--- config.mk ---
export PLATFORM = sky130hd
export DESIGN_NAME = color_spi_rx
export DESIGN_NICKNAME = d
export VERILOG_FILES = /design/src/rtl/color_spi_rx.sv
export SDC_FILE = /design/constraint.sdc
export NUM_CORES = 1
export LEC_CHECK = 0
export CAP_MARGIN = 0
export CORE_UTILIZATION = 40
export CTS_CLUSTER_DIAMETER = 30
export DETAILED_ROUTE_END_ITERATION = 16
export PLACE_DENSITY_LB_ADDON = 0.15
export SETUP_SLACK_MARGIN = 0.4
export SYNTH_ARGS = -nofsm -noshare
export SYNTH_HDL_FRONTEND = slang
export SYNTH_SLANG_ARGS = --single-unit
--- constraint.sdc ---
create_clock -name clk -period 1.5 [get_ports clk]
set_input_delay 0.375 -clock clk [delete_from_list [all_inputs] [get_ports clk]]
set_output_delay 0.375 -clock clk [all_outputs]
set_load 0.02 [all_outputs]
--- src/rtl/color_spi_rx.sv ---
// color_spi_rx: receives a GRB colour string over a slave-only SPI link
// (sck/sdi/cs_n from an MCU) and presents the last complete frame to the LED
// shifter. SPI pins are resynchronised into the clk domain. A frame is
// accepted only if exactly 24*N_LEDS bits arrive while cs_n is low.
module color_spi_rx #(
    parameter int          N_LEDS        = 6,
    parameter logic [23:0] DEFAULT_COLOR = 24'h000000
) (
    input  logic                 clk,
    input  logic                 reset,
    input  logic                 sck,
    input  logic                 sdi,
    input  logic                 cs_n,
    output logic [24*N_LEDS-1:0] color_string,
    output logic                 frame_valid,
    output logic                 frame_err,
    output logic                 busy
);

    localparam int FRAME_BITS = 24 * N_LEDS;
    localparam int CNT_W      = $clog2(FRAME_BITS + 2);

    localparam logic [CNT_W-1:0] CNT_FULL = CNT_W'(FRAME_BITS);
    localparam logic [CNT_W-1:0] CNT_SAT  = CNT_W'(FRAME_BITS + 1);

    typedef enum logic {
        IDLE = 1'b0,
        RECV = 1'b1
    } state_t;

    // Synchronizer chains: meta -> sync, plus a delayed copy for edge detection.
    logic sck_meta_q, sck_sync_q, sck_prev_q;
    logic sdi_meta_q, sdi_sync_q;
    logic cs_meta_q,  cs_sync_q,  cs_prev_q;

    state_t state_q, state_d;

    logic [CNT_W-1:0]      cnt_q,   cnt_d;
    logic [FRAME_BITS-1:0] shift_q, shift_d;
    logic [FRAME_BITS-1:0] color_q, color_d;
    logic                  valid_q, valid_d;
    logic                  err_q,   err_d;

    logic sck_rise;
    logic cs_fall;
    logic cs_rise;

    // Two-flop synchronizers plus one delay stage for the edge detectors.
    // NOTE: sequential state uses non-blocking assignments so every flop
    // samples its input from before the edge, regardless of statement order.
    always_ff @(posedge clk) begin
        if (!reset) begin
            sck_meta_q <= 1'b0;
            sck_sync_q <= 1'b0;
            sck_prev_q <= 1'b0;
            sdi_meta_q <= 1'b0;
            sdi_sync_q <= 1'b0;
            cs_meta_q  <= 1'b1;
            cs_sync_q  <= 1'b1;
            cs_prev_q  <= 1'b1;
        end else begin
            sck_meta_q <= sck;
            sck_sync_q <= sck_meta_q;
            sck_prev_q <= sck_sync_q;
            sdi_meta_q <= sdi;
            sdi_sync_q <= sdi_meta_q;
            cs_meta_q  <= cs_n;
            cs_sync_q  <= cs_meta_q;
            cs_prev_q  <= cs_sync_q;
        end
    end

    assign sck_rise = sck_sync_q  & ~sck_prev_q;
    assign cs_fall  = ~cs_sync_q  &  cs_prev_q;
    assign cs_rise  = cs_sync_q   & ~cs_prev_q;

    // State register and datapath registers.
    // NOTE: the shift register is a plain flop array, not a RAM, so clearing
    // it on reset costs nothing beyond the reset mux on each bit.
    always_ff @(posedge clk) begin
        if (!reset) begin
            state_q <= IDLE;
            cnt_q   <= '0;
            shift_q <= '0;
            color_q <= {N_LEDS{DEFAULT_COLOR}};
            valid_q <= 1'b0;
            err_q   <= 1'b0;
        end else begin
            state_q <= state_d;
            cnt_q   <= cnt_d;
            shift_q <= shift_d;
            color_q <= color_d;
            valid_q <= valid_d;
            err_q   <= err_d;
        end
    end

    // Next-state logic: cs_n edges alone delimit a frame.
    // NOTE: every always_comb output gets a default first so no path leaves
    // it unassigned, which would otherwise infer a latch.
    always_comb begin
        state_d = state_q;
        case (state_q)
            IDLE:    if (cs_fall) state_d = RECV;
            RECV:    if (cs_rise) state_d = IDLE;
            default: state_d = IDLE;
        endcase
    end

    // Output/datapath logic: shift bits while receiving, then accept or
    // reject the frame on the closing cs_n edge. A cs_n rise masks an sck
    // rise seen in the same cycle.
    always_comb begin
        cnt_d   = cnt_q;
        shift_d = shift_q;
        color_d = color_q;
        valid_d = 1'b0;
        err_d   = 1'b0;
        case (state_q)
            IDLE: begin
                if (cs_fall) cnt_d = '0;
            end
            RECV: begin
                if (cs_rise) begin
                    if (cnt_q == CNT_FULL) begin
                        color_d = shift_q;
                        valid_d = 1'b1;
                    end else begin
                        err_d = 1'b1;
                    end
                end else if (sck_rise) begin
                    if (cnt_q < CNT_FULL) shift_d = {shift_q[FRAME_BITS-2:0], sdi_sync_q};
                    if (cnt_q != CNT_SAT) cnt_d = cnt_q + 1'b1;
                end
            end
            default: ;
        endcase
    end

    assign color_string = color_q;
    assign frame_valid  = valid_q;
    assign frame_err    = err_q;
    assign busy         = (state_q == RECV);

endmodule
==> metrics.yaml <==
status:
  status: "complete, but fails checks"
  failed_checks: "setup timing"
run:
  cap_viol_max_count: 0
clocking:
  clk_latency_ns: 0.56
  numCtsBuffers: 60
  cts_buffer_depth: 3
  cts_hold_buf: 0
  clock-root-buffer: "clkbuf_16"
  clk_pin_slew_ns: 0.06
  clock-sinks: 307
  cts_tree: "yes"
  htree_levels: 2
timing:
  finalHoldViolations: 0
  timing.final.crit_share_pct: 108.2
  slew_headroom_pct: 77.43
  rsz0062_at_grt: "true"
  final.setup.tns_ns: -12.41
  slew_violations: 0
  finalCriticalPeriod_ns: 1.622
  skew_ns: 0.01446
  setup_viol: 284
  max_slew.worst_pin.slew_ns: 0.3363
  setup_ws_ns: -0.1224
  max_freq_mhz: 616.4
worst_hold_path:
  hp-class: "in -> reg"
logic_synthesis:
  ys_ff_latch: 307
  seq_area_frac_synth_pct: 53.88
  synthSimpleGateAreaFrac_pct: 21.04
  synthAdderAreaFrac_pct: 0.3291
  synth.distinct_cells: 28
  synth_nets: 1344
  synth-compound-area-share_pct: 20.41
  synth-xor-area-share_pct: 0
  mappedNetlistArea_mm2: 0.01141
  synthCells: 1336
  synth_top_family_by_area: "simple AND/OR/NAND/NOR gates"
  syn_area_per_cell_um2: 8.538
  ys_warn_count: 0
  synth_mux_area_share_pct: 0
routing:
  drt-met1-wl_um: 15900
  ant_nets: 0
  dr.max_layer_used: "met4"
  wl_per_cell_um: 17.49
  vias_per_cell: 4.993
  finalWirelength_um: 34890
  dr.pass1.iters: 5
  wl_met3_um: 1715
  drc: 0
  vias: 9962
  wl_met2_um: 16640
  first_iter_violations: 776
cells_and_area:
  antenna_cells: 0
  area_delta_synth_final_pct: 62.44
  nNetsFinal: 1577
  drive_above_1_share_pct: 44.28
place:
  gp_congestion: 0.7275
  portBuffers: 151
  dp_hpwl_um: 14320
setup_path:
  cp_max_fo: 8
  endpoint_kind: "flip-flop"
  worstSetupPathType: "reg -> reg"
  worstPathArrival_ns: 2.10
  worst_setup_path_start_kind: "flip-flop"
  required_ns: 1.98
pwr:
  p_leak_nw: 7.154
  worst_ir_drop_vdd_v: 0.0009019
  finalPower_mw: 22.25
  power_density_mw_per_mm2: 1201
grt:
  grt_max_degree: 94
  grt_pass1_wl_um: 46930
  antenna_found_initial: 0
  overflow: 0
  grt_usage_pct: 20.11
  grt_pass1_vias: 9102
die:
  die_h_um: 170.9
  pin_count: 152
  num_rows: 61
  coreArea_mm2: 0.02793
  dieArea_mm2: 0.02920
  initial_utilization_pct: 40.84
  die_x_um: 170.9
[final timing paths]
path / end / from / slack, ns / depth (start not counted)
setup / recovery: shift_q[40] / cnt_q[4] / -0.12 / 7
hold / removal: cs_prev_q / reset / 0.05 / 2
setup reg to reg: shift_q[40] / cnt_q[4] / -0.12 / 7
hold reg to reg: cs_sync_q / cs_meta_q / 0.41 / 1
[kinds of logic (layout without fill, tap and decap cells)]
kind of cell / after synthesis / after routing
simple gates: 615 / 615
compound gates: 311 / 311
flops: 307 / 307
buf+inv: 100 / 381
fa+ha+maj: 3 / 3
[cells in the final DEF (no fill, tap or decap), types with 26 or more instances in the layout]
cell	netlist	routed
clkbuf_16	0	89
nand2_4	0	57
nand2_2	0	83
dfxtp_1	307	155
buf_6	6	155
buf_4	9	26
nand2_1	579	439
buf_12	0	27
a21boi_1	120	236
dfxtp_2	0	145
a21boi_2	0	40
[critical path: stages, from the launching register on]
cell,delay (ns)
dfxtp_4,0.35
o31ai_4,0.28
and4_4,0.32
buf_12,0.14
buf_12,0.12
buf_16,0.13
nand2_1,0.06
a21boi_1,0.15
[timing repair]
item                        CTS  global route
setup endpoints to repair   445           445
pin swaps                    45           133
gates resized for setup    1163           303
buffers inserted             34             0
gates cloned                 19            35
[per-layer routing]
metal / up-vias / GRT usage, %
li1: 4860 / -
met1: 4796 / 26.96
met2: 249 / 32.53
met3: 57 / 3.886
met4: 0 / 6.366
met5: - / 0
[report_power, final]
| part | internal (mW) | switching (mW) | leakage [nW] | total [mW] |
|---|---|---|---|---|
| Clock | 9.37 | 4.34 | 1.01 | 13.7 |
| Sequential | 8.17 | 0.00627 | 2.55 | 8.18 |
| Combinational | 0.193 | 0.174 | 3.59 | 0.367 |
| Total | 17.7 | 4.52 | 7.15 | 22.3 |
[cell usage after synthesis]
master      n  area (µm²)
ha_1        3       37.54
o21ai_0     3       15.01
buf_2      33       165.2
a21boi_0  170        1276
a31oi_1     4       25.02
and3b_1     1       8.760
and4bb_1    1       12.51
clkbuf_1   50       187.7
a311oi_1    1       8.760
a21boi_1  120       900.9
nor2_1      3       11.26
dfxtp_1   307        6146
and4_1      2       17.52
o31ai_1     1       7.510
o221ai_1    2       17.52
and3_1      5       31.28
nand2_1   579        2173
o21a_1      2       15.01
nand4_1     5       31.28
and2_1      7       43.79
nand2b_1    7       43.79
buf_6       6       67.56
nor2b_1     1       6.260
buf_4       9       67.56
inv_1       2       7.510
nand3_1     4       20.02
a21oi_1     2       10.01
a41oi_1     6       52.55
[per-stage QoR]
step                      hold slack [ns]  instance area [µm²]  worst slack [ns]  std cells  utilization [%]
after detailed placement           0.4000                13360          -0.08528       1797            47.81
final                             0.05050                18530           -0.1224       1995            66.34
after global placement             0.3961                13360          -0.01945       1797            47.81
after CTS                         0.03710                16880          -0.04676       1960            60.42
after global routing              0.05221                18530           -0.1977       1995            66.34
after floorplan                    0.3863                11610           0.04171       1336                -
[cell type report]
type | count | area [µm²]
tap | 378 | 473.0
sequential | 307 | 6354
fill | 2196 | 9404
clock inverter | 31 | 419.2
multi-input combinational | 929 | 5640
timing repair buffer | 269 | 3953
inverter | 2 | 7.507
clock buffer | 79 | 1684
No activity file was read; power rests on OpenSTA's default activity.
